`src/rtl/alu_req_arbiter.sv`:
```
// alu_req_arbiter: round-robin arbiter that shares one combinational ALU among
// NUM_REQ requesters. It grants one requester, registers the operands, drives
// the ALU, then returns the result on a valid/ready response channel.
module alu_req_arbiter #(
   parameter int NUM_REQ = 4,
   parameter int DATA_W  = 8,
   parameter int OP_W    = 2,
   localparam int ID_W   = (NUM_REQ > 1) ? $clog2(NUM_REQ) : 1
) (
   input  logic                      clk,
   input  logic                      reset_n,
   input  logic [NUM_REQ-1:0]        req_valid,
   output logic [NUM_REQ-1:0]        req_ready,
   input  logic [NUM_REQ*DATA_W-1:0] req_a,
   input  logic [NUM_REQ*DATA_W-1:0] req_b,
   input  logic [NUM_REQ*OP_W-1:0]   req_op,
   output logic [DATA_W-1:0]         alu_a,
   output logic [DATA_W-1:0]         alu_b,
   output logic [OP_W-1:0]           alu_op,
   input  logic [DATA_W-1:0]         alu_y,
   input  logic                      alu_ovf,
   output logic                      rsp_valid,
   input  logic                      rsp_ready,
   output logic [ID_W-1:0]           rsp_id,
   output logic [DATA_W-1:0]         rsp_y,
   output logic                      rsp_ovf,
   output logic                      busy
);

   localparam logic [1:0] S_IDLE = 2'd0;
   localparam logic [1:0] S_EXEC = 2'd1;
   localparam logic [1:0] S_RESP = 2'd2;

   logic [1:0]        state_q,     state_d;
   logic [ID_W-1:0]   rr_ptr_q,    rr_ptr_d;
   logic [ID_W-1:0]   id_q,        id_d;
   logic [DATA_W-1:0] a_q,         a_d;
   logic [DATA_W-1:0] b_q,         b_d;
   logic [OP_W-1:0]   op_q,        op_d;
   logic              rsp_valid_q, rsp_valid_d;
   logic [ID_W-1:0]   rsp_id_q,    rsp_id_d;
   logic [DATA_W-1:0] rsp_y_q,     rsp_y_d;
   logic              rsp_ovf_q,   rsp_ovf_d;

   logic [DATA_W-1:0] a_arr  [NUM_REQ];
   logic [DATA_W-1:0] b_arr  [NUM_REQ];
   logic [OP_W-1:0]   op_arr [NUM_REQ];

   logic              hi_found, lo_found;
   logic [ID_W-1:0]   hi_idx, lo_idx;
   logic              any_valid;
   logic [ID_W-1:0]   winner;

   // Unpack the flat request buses so the winner can index them directly.
   for (genvar g = 0; g < NUM_REQ; g++) begin : g_unpack
      assign a_arr[g]  = req_a[g*DATA_W +: DATA_W];
      assign b_arr[g]  = req_b[g*DATA_W +: DATA_W];
      assign op_arr[g] = req_op[g*OP_W +: OP_W];
   end

   // Round-robin pick: the lowest valid index at or above rr_ptr wins;
   // failing that, wrap to the lowest valid index overall.
   always_comb begin
      hi_found = 1'b0;
      lo_found = 1'b0;
      hi_idx   = '0;
      lo_idx   = '0;
      for (int unsigned j = 0; j < NUM_REQ; j++) begin
         if (req_valid[j]) begin
            if (!lo_found) begin
               lo_found = 1'b1;
               lo_idx   = ID_W'(j);
            end
            if (!hi_found && (ID_W'(j) >= rr_ptr_q)) begin
               hi_found = 1'b1;
               hi_idx   = ID_W'(j);
            end
         end
      end
      any_valid = lo_found;
      winner    = hi_found ? hi_idx : lo_idx;
   end

   // Next-state logic for the IDLE -> EXEC -> RESP transaction sequence.
   always_comb begin
      state_d     = state_q;
      rr_ptr_d    = rr_ptr_q;
      id_d        = id_q;
      a_d         = a_q;
      b_d         = b_q;
      op_d        = op_q;
      rsp_valid_d = rsp_valid_q;
      rsp_id_d    = rsp_id_q;
      rsp_y_d     = rsp_y_q;
      rsp_ovf_d   = rsp_ovf_q;
      case (state_q)
         S_IDLE: begin
            if (any_valid) begin
               a_d      = a_arr[winner];
               b_d      = b_arr[winner];
               op_d     = op_arr[winner];
               id_d     = winner;
               rr_ptr_d = (winner == ID_W'(NUM_REQ-1)) ? '0 : winner + 1'b1;
               state_d  = S_EXEC;
            end
         end
         S_EXEC: begin
            rsp_y_d     = alu_y;
            rsp_ovf_d   = alu_ovf;
            rsp_id_d    = id_q;
            rsp_valid_d = 1'b1;
            state_d     = S_RESP;
         end
         S_RESP: begin
            if (rsp_ready) begin
               rsp_valid_d = 1'b0;
               state_d     = S_IDLE;
            end
         end
         default: state_d = S_IDLE;
      endcase
   end

   // State registers; reset drops any in-flight transaction.
   always_ff @(posedge clk) begin
      if (!reset_n) begin
         state_q     <= S_IDLE;
         rr_ptr_q    <= '0;
         id_q        <= '0;
         a_q         <= '0;
         b_q         <= '0;
         op_q        <= '0;
         rsp_valid_q <= 1'b0;
         rsp_id_q    <= '0;
         rsp_y_q     <= '0;
         rsp_ovf_q   <= 1'b0;
      end else begin
         state_q     <= state_d;
         rr_ptr_q    <= rr_ptr_d;
         id_q        <= id_d;
         a_q         <= a_d;
         b_q         <= b_d;
         op_q        <= op_d;
         rsp_valid_q <= rsp_valid_d;
         rsp_id_q    <= rsp_id_d;
         rsp_y_q     <= rsp_y_d;
         rsp_ovf_q   <= rsp_ovf_d;
      end
   end

   assign req_ready = (reset_n && (state_q == S_IDLE) && any_valid)
                      ? (NUM_REQ'(1) << winner) : '0;
   assign alu_a     = a_q;
   assign alu_b     = b_q;
   assign alu_op    = op_q;
   assign rsp_valid = rsp_valid_q;
   assign rsp_id    = rsp_id_q;
   assign rsp_y     = rsp_y_q;
   assign rsp_ovf   = rsp_ovf_q;
   assign busy      = (state_q != S_IDLE);

endmodule

```
`config.mk`:
```
export PLATFORM = sky130hd
export DESIGN_NAME = alu_req_arbiter
export DESIGN_NICKNAME = d
export VERILOG_FILES = /design/src/rtl/alu_req_arbiter.sv
export SDC_FILE = /design/constraint.sdc
export NUM_CORES = 1
export LEC_CHECK = 0
export BUFFER_PORTS_ARGS = -buffer_cell sky130_fd_sc_hd__buf_2
export CELL_PAD_IN_SITES_DETAIL_PLACEMENT = 1
export CELL_PAD_IN_SITES_GLOBAL_PLACEMENT = 2
export CORE_ASPECT_RATIO = 0.8
export CORE_MARGIN = 2
export CORE_UTILIZATION = 24
export CTS_CLUSTER_DIAMETER = 200
export CTS_CLUSTER_SIZE = 24
export DETAILED_ROUTE_END_ITERATION = 8
export PLACE_DENSITY_LB_ADDON = 0.1
export SYNTH_ARGS = -nofsm -noshare
export SYNTH_HDL_FRONTEND = slang
export SYNTH_SLANG_ARGS = --single-unit
```
`constraint.sdc`:
```
create_clock -name clk -period 2.6 [get_ports clk]
set_clock_uncertainty 0.2 [all_clocks]
set_input_delay 0.52 -clock clk [delete_from_list [all_inputs] [get_ports clk]]
set_output_delay 0.52 -clock clk [all_outputs]
set_load 0.02 [all_outputs]
```
==> results.txt, run 1 <==
----------------------------------------------------
[STA]
  Maximum operating frequency ... 398 MHz
  Max-Slew Margin vs Limit ... 68.3%
  Worst hold slack after final layout ... 0.262 ns
  Hold violation total from the final report ... 0
  Worst Tran Pin Value ... 0.475 ns
  Period utilisation layout ... 96.6%
  Max-slew violation total from the final report ... 0
  Total of endpoints with negative setup slack in the final report ... 0
  Setup TNS Final ... 0 ns
  Unrepaired setup endpoints after global routing ... no
  Shortest clock period the worst path allows after layout ... 2.51 ns

[Place]
  Instance count after placement with tap cells included ... 466
  Placer Congestion ... 0.787
  Port Buffer Count ... 122
  HPWL reported at the end of detailed placement ... 5.48 mm

[Routing]
  DRT Pass-1 Iters ... 4
  Via total after detailed routing ... 2,132
  Number of nets with antenna violations after detailed routing ... 0
  Mean number of vias per cell ... 4.47
  Residual DRC count ... 0
  Violation count after the first detailed-routing iteration ... 73
  Average routed wire per standard cell ... 14.7 um
  Post-detailed-routing wire length ... 7.01 mm

[Yosys]
  Count leader, synth ... sky130_fd_sc_hd__nand2_1
  Syn Nets ... 328
  Largest area contributor in the synthesized netlist ... sky130_fd_sc_hd__dfxtp_1
  Synthesized instance count ... 239
  Number of flops mapped to enable cells by yosys ... 0
  Post-synth ARST share ... 0%
  Number of unique standard cell types used by synthesis ... 39
  Top_reg_cell synth ... sky130_fd_sc_hd__dfxtp_1
  Avg Inst Size Synth ... 9.04 um2
  Cell area after synthesis ... 2160 um2
  Register bit total from synthesis ... 36
  Portion of the post-synthesis area used by sequential elements ... 33.4%
  Share of Yosys cell area claimed by the top area cell type ... 33.4%
  Area contributors post-synth ... sky130_fd_sc_hd__dfxtp_1, sky130_fd_sc_hd__a21boi_0, sky130_fd_sc_hd__mux2i_1, sky130_fd_sc_hd__nand2_1, sky130_fd_sc_hd__o211ai_2
  Total number of yosys warnings ... 0
  Leading cell types by count after synthesis ... sky130_fd_sc_hd__nand2_1, sky130_fd_sc_hd__dfxtp_1, sky130_fd_sc_hd__a21boi_0, sky130_fd_sc_hd__mux2i_1, sky130_fd_sc_hd__and3_2

[Global routing]
  Pin count of the biggest net entering global routing ... 35
  First-pass GRT wire length ... 10.9 mm
  Number of antenna violations at the first check in global routing ... 0
  Global-route total usage across every layer ... 14.5%
  Number of global-route vias before repair ... 2,121
  Total gr overflow ... 0

[Floorplan]
  Chip width ... 110 um
  Placeable core region ... 8600 um2
  Overall die area ... 9780 um2
  Initial standard-cell utilization of the core ... 25.1%
  Top-Level Pins ... 123
  Height of the die ... 88.8 um
  Number of rows in the core area ... 30

[Layout]
  Area growth syn-to-layout ... 37.6%
  Share of the core filled with cells in the final layout ... 34.6%
  Antenna diode instance count ... 0
  Net count, final ... 453
  Number of cells in the finished layout apart from fillers ... 477
  Share of layout cells above drive strength 1 ... 50.7%

[Critical path]
  R2R Path Start ... rr_ptr_q[1]
  CP endpoint ... req_ready[3]
  Length in cells of the worst reg-to-reg path ... 7
  Setup crit start ... rr_ptr_q[1]
  CP Class ... flip-flop to output port
  Endpoint class of the critical path ... output port
  Terminus of the critical flop-to-flop path ... alu_b[4]
  Maximum fanout count along the critical path ... 7
  Startpoint type of the worst setup path ... flip-flop
  Worst endpoint data arrival time ... 1.79 ns
  Internal reg-to-reg setup slack ... 0.52 ns
  Required time worst endpoint ... 1.88 ns

[CTS]
  TritonCTS clock tree ... built
  Clock tree root buffer cell ... sky130_fd_sc_hd__clkbuf_8
  Buffers from clock root to sink, at most ... 2
  Clock sink total ... 36
  Skew-Pair Late Insertion Delay ... 0.29 ns
  H-tree Lvls ... 2
  CTS buffer count ... 5
  Clk slew on worst S/H paths ... 0.08 ns

[Hold path]
  Type of the most critical hold path ... flip-flop to flip-flop

[Power and ir drop]
  Cell area power density ... 602 nW/um2
  Internal power ... 0.00114 W
  Max VDD drop ... 0.219 mV
  Clk pwr share ... 23.9%
  Net switching fraction of the power ... 36.3%
  Share of power burned in registers ... 38.2%
  Overall power after layout ... 0.00179 W
  Static Leak ... 1.49 nW
  Net Switching ... 0.000649 W
  Comb power frac ... 37.9%

[Flow run]
  MaxCap Viol Count ... 0

[Run status]
  Result of the run ... completed

----------------------------------------------------
==> power groups by stage <==
stage	logic, W	registers [W]	clock network (W)
final	0.000677	0.000684	0.000428
after global routing	0.000754	0.000697	0.000473
after CTS	0.000676	0.000683	0.000447
after detailed placement	0.000673	0.000695	0
after global placement	0.000666	0.000693	0
after floorplan	0.000390	0.000766	0
==> flip-flops by register name, indices dropped and copies added, names as in the netlist <==
signal     cells
rsp_ovf        1
state_q        2
rsp_y          8
alu_op         2
rr_ptr_q       2
rsp_id         2
alu_a          8
id_q           2
rsp_valid      1
alu_b          8
==> how the worst min path moves through the flow <==
stage | start | to | cells past startpoint | slack, ns
2_1_floorplan | id_q[1] | rsp_id[1] | 2 | 0.24
3_5_place_dp | alu_b[4] | alu_b[4] | 2 | 0.25
6_report | rsp_y[5] | rsp_y[5] | 2 | 0.26
3_3_place_gp | alu_a[5] | alu_a[5] | 2 | 0.24
5_1_grt | alu_ovf | rsp_ovf | 3 | 0.28
4_1_cts | rsp_y[5] | rsp_y[5] | 2 | 0.27
==> final cells by class <==
class / count / area, um2
fill: 1098 / 5620
multi-input combinational: 181 / 1280
sequential: 36 / 726
timing repair buffer: 135 / 711
tap: 112 / 140
clock buffer: 7 / 86.3
inverter: 5 / 18.8
clock inverter: 1 / 7.51
==> critical path, stage by stage, from the launching register on <==
cell	delay, ns
sky130_fd_sc_hd__dfxtp_4	0.40
sky130_fd_sc_hd__a21oi_1	0.08
sky130_fd_sc_hd__o21a_1	0.22
sky130_fd_sc_hd__o22ai_2	0.22
sky130_fd_sc_hd__inv_1	0.07
sky130_fd_sc_hd__ha_2	0.19
sky130_fd_sc_hd__and3_2	0.17
sky130_fd_sc_hd__buf_4	0.15
==> routing by layer <==
| layer | vias up | part of all wire (%) | track usage [%] |
|---|---|---|---|
| li1 | 1100 | - | - |
| met1 | 955 | 49 | 20.7 |
| met2 | 75 | 41 | 21.5 |
| met3 | 2 | 9.5 | 4.93 |
| met4 | 0 | 0.47 | 2.07 |
| met5 | - | 0 | 0 |
==> cells by family (layout without fill, tap and decap cells) <==
kind of cell | after synthesis | after routing | synth area share [%]
AO/OA/AOI/OAI | 76 | 76 | 28.8
buffers and inverters | 22 | 148 | 7.82
AND/OR/NAND/NOR | 83 | 83 | 19.7
multiplexers | 21 | 21 | 9.73
flip-flops | 36 | 36 | 33.4
adder cells (fa/ha/maj) | 1 | 1 | 0.579
==> layout by cell type, fill, tap and decap left out, types with 2 or more instances in the layout <==
cell type                    n
sky130_fd_sc_hd__and3_2     11
sky130_fd_sc_hd__o211ai_1    7
sky130_fd_sc_hd__buf_2     121
sky130_fd_sc_hd__nor3b_1     2
sky130_fd_sc_hd__clkbuf_8    6
sky130_fd_sc_hd__and2_1      3
sky130_fd_sc_hd__o211ai_2   10
sky130_fd_sc_hd__o21a_1      2
sky130_fd_sc_hd__and2_4      2
sky130_fd_sc_hd__a21boi_0   28
sky130_fd_sc_hd__nor2b_1     3
sky130_fd_sc_hd__buf_4      14
sky130_fd_sc_hd__and3_1      7
sky130_fd_sc_hd__dfxtp_1    34
sky130_fd_sc_hd__inv_1       4
sky130_fd_sc_hd__o21ai_2    10
sky130_fd_sc_hd__mux2i_1    20
sky130_fd_sc_hd__a21oi_1     3
sky130_fd_sc_hd__o21ai_0     6
sky130_fd_sc_hd__nand2_1    45
sky130_fd_sc_hd__nor2_1      5
sky130_fd_sc_hd__o21ai_1     2
==> stage by stage <==
step	setup slack, ns	instance area, um2
final	0.0882	2970
after global routing	0.00524	2970
after CTS	0.0183	2940
after detailed placement	0.0609	2840
after global placement	0.136	2840
after floorplan	0.286	2160
==> repair_timing <==
item,CTS,global route
pin swaps,0,2
hold endpoints to repair,0,0
buffers inserted,0,3
resized for setup,2,7
hold buffers,0,0
endpoints found under the setup margin,1,1
No activity file was read; power rests on OpenSTA's default activity.
==> run 2: changes to the inputs <==
--- a/config.mk
+++ b/config.mk
@@ -10,11 +10,12 @@
 export CELL_PAD_IN_SITES_GLOBAL_PLACEMENT = 2
 export CORE_ASPECT_RATIO = 0.8
 export CORE_MARGIN = 2
-export CORE_UTILIZATION = 24
+export CORE_UTILIZATION = 26
 export CTS_CLUSTER_DIAMETER = 200
 export CTS_CLUSTER_SIZE = 24
 export DETAILED_ROUTE_END_ITERATION = 8
 export PLACE_DENSITY_LB_ADDON = 0.1
+export REMOVE_ABC_BUFFERS = 1
 export SYNTH_ARGS = -nofsm -noshare
 export SYNTH_HDL_FRONTEND = slang
 export SYNTH_SLANG_ARGS = --single-unit
==> constraint.sdc (replaced) <==
create_clock -name clk -period 3.1 [get_ports clk]
set_clock_uncertainty 0.2 [all_clocks]
set_input_delay 0.62 -clock clk [delete_from_list [all_inputs] [get_ports clk]]
set_output_delay 0.62 -clock clk [all_outputs]
set_load 0.02 [all_outputs]
==> results.txt, run 2 (synthesis gave the netlist of run 1 again) <==
----------------------------------------------------
[Routing]
  Mean number of vias per cell ... 4.56
  DRT Pass-1 Iters ... 4
  Residual DRC count ... 0
  Average routed wire per standard cell ... 14.9 um
  Number of nets with antenna violations after detailed routing ... 0
  Violation count after the first detailed-routing iteration ... 51
  Post-detailed-routing wire length ... 6.93 mm
  Via total after detailed routing ... 2,125

[CTS]
  H-tree Lvls ... 2
  Clock tree root buffer cell ... sky130_fd_sc_hd__clkbuf_8
  Buffers from clock root to sink, at most ... 2
  Clk slew on worst S/H paths ... 0.07 ns
  # Post-CTS Setup Buffers ... 0
  Skew-Pair Late Insertion Delay ... 0.28 ns
  Clock sink total ... 36
  Post-cts hold buffer count ... 0
  CTS buffer count ... 5
  TritonCTS clock tree ... built
  Quantity of gates resized following cts ... 0

[Critical path]
  R2R Path Start ... rr_ptr_q[1]
  Worst-path cell with the longest stage delay ... sky130_fd_sc_hd__dfxtp_1
  CP Class ... flip-flop to output port
  Startpoint type of the worst setup path ... flip-flop
  Terminus of the critical flop-to-flop path ... alu_b[4]
  Required time worst endpoint ... 2.28 ns
  Endpoint class of the critical path ... output port
  Cell-by-cell listing of the critical path ... mux2i_1 -> o22a_2 -> nand2_1 -> inv_1 -> ha_1 -> and3_2 -> buf_2
  Maximum fanout count along the critical path ... 7
  Length in cells of the worst reg-to-reg path ... 6
  Worst endpoint data arrival time ... 1.98 ns
  Slowest cell delay on critical path ... 0.48 ns
  Internal reg-to-reg setup slack ... 1.00 ns

[Floorplan]
  Height of the die ... 85.5 um
  Top-Level Pins ... 123
  Number of rows in the core area ... 29
  Chip width ... 106 um
  Initial standard-cell utilization of the core ... 27.1%
  Placeable core region ... 7980 um2
  Overall die area ... 9060 um2

[Place]
  Pre-CTS WS ... 0.349 ns
  Port Buffer Count ... 122
  HPWL reported at the end of detailed placement ... 5.22 mm
  Instance count after placement with tap cells included ... 459
  Placer Congestion ... 0.809

[Global routing]
  First-pass GRT wire length ... 10.9 mm
  Number of global-route vias before repair ... 2,149
  Total gr overflow ... 0
  Number of antenna violations at the first check in global routing ... 0
  Global-route total usage across every layer ... 15.3%
  Pin count of the biggest net entering global routing ... 35

[STA]
  Worst Tran Pin Value ... 0.939 ns
  Worst hold slack after final layout ... 0.262 ns
  Final worst slack ... 0.300 ns
  Maximum operating frequency ... 357 MHz
  Total of endpoints with negative setup slack in the final report ... 0
  Hold violation total from the final report ... 0
  Setup TNS Final ... 0 ns
  Unrepaired setup endpoints after global routing ... no
  Max-Slew Margin vs Limit ... 37.3%
  Shortest clock period the worst path allows after layout ... 2.80 ns
  Max-slew violation total from the final report ... 0
  Period utilisation layout ... 90.3%

[Layout]
  Net count, final ... 447
  Share of layout cells above drive strength 1 ... 48.3%
  Antenna diode instance count ... 0
  Leading cell type in the layout, fill and taps excluded ... sky130_fd_sc_hd__buf_2
  Most frequent cells in the layout ... sky130_fd_sc_hd__buf_2, sky130_fd_sc_hd__nand2_1, sky130_fd_sc_hd__dfxtp_1, sky130_fd_sc_hd__a21boi_0, sky130_fd_sc_hd__mux2i_1
  Area growth syn-to-layout ... 34.5%
  Number of cells in the finished layout apart from fillers ... 466

[Power and ir drop]
  Static Leak ... 1.47 nW
  Comb power frac ... 37.1%
  Clk pwr share ... 24.5%
  Net Switching ... 0.000526 W
  Net switching fraction of the power ... 35.5%
  Share of power burned in registers ... 38.4%
  Max VDD drop ... 0.213 mV
  Cell area power density ... 510 nW/um2
  Overall power after layout ... 0.00148 W
  Internal power ... 0.000956 W

[Flow run]
  MaxCap Viol Count ... 0

[Run status]
  Result of the run ... completed

[Hold path]
  Hold_sp ... alu_b[3]
  Worst Hold Depth ... 2
  Type of the most critical hold path ... flip-flop to flip-flop
  Worst hold path endpoint ... alu_b[3]

----------------------------------------------------
run 2: per-layer routing:
| layer | vias up | track usage (%) | routed length (um) |
|---|---|---|---|
| met1 | 969 | 19.7 | 3170 |
| met2 | 61 | 25.9 | 3290 |
| met5 | - | 0 | 0 |
| met3 | 5 | 3.57 | 393 |
| li1 | 1090 | - | - |
| met4 | 0 | 4.67 | 74 |
run 2: layout make-up:
class / count / area [um2]
multi-input cells: 181 / 1270
flip-flops and latches: 36 / 721
repair buffers: 129 / 663
clock buffers: 7 / 96.3
fillers: 1008 / 5080
inverters: 5 / 18.8
well taps: 108 / 135
run 2: worst max-delay path, delay by kind of cell (launching register included):
kind / cells / cell delay [ns]
DFF: 1 / 0.48
adders and majority gates: 1 / 0.18
AOI/OAI and AO/OA: 1 / 0.18
and+or+nand+nor: 2 / 0.26
buffers and inverters: 2 / 0.29
muxes: 1 / 0.31
run 2: power by group through the flow:
stage | Sequential (W) | Clock (W) | Combinational (W)
final | 0.000569 | 0.000363 | 0.000550
after global routing | 0.000578 | 0.000403 | 0.000610
after CTS | 0.000569 | 0.000382 | 0.000563
after detailed placement | 0.000579 | 0 | 0.000562
after global placement | 0.000578 | 0 | 0.000554
after floorplan | 0.000646 | 0 | 0.000276
run 2: worst max-delay path by stage:
stage                       startpoint           end  depth (start not counted)
after floorplan           req_valid[1]  req_ready[3]                          6
after global placement    req_valid[1]  req_ready[3]                          8
after detailed placement  req_valid[1]  req_ready[3]                          8
after CTS                  rr_ptr_q[1]  req_ready[3]                          7
after global routing       rr_ptr_q[1]  req_ready[3]                          7
final                      rr_ptr_q[1]  req_ready[3]                          7
run 2: per-stage QoR:
step | util, % | cell area (um2)
2_1_floorplan | - | 2010
3_3_place_gp | 35.2 | 2810
3_5_place_dp | 35.2 | 2810
4_1_cts | 36.4 | 2900
5_1_grt | 36.4 | 2900
6_report | 36.4 | 2900
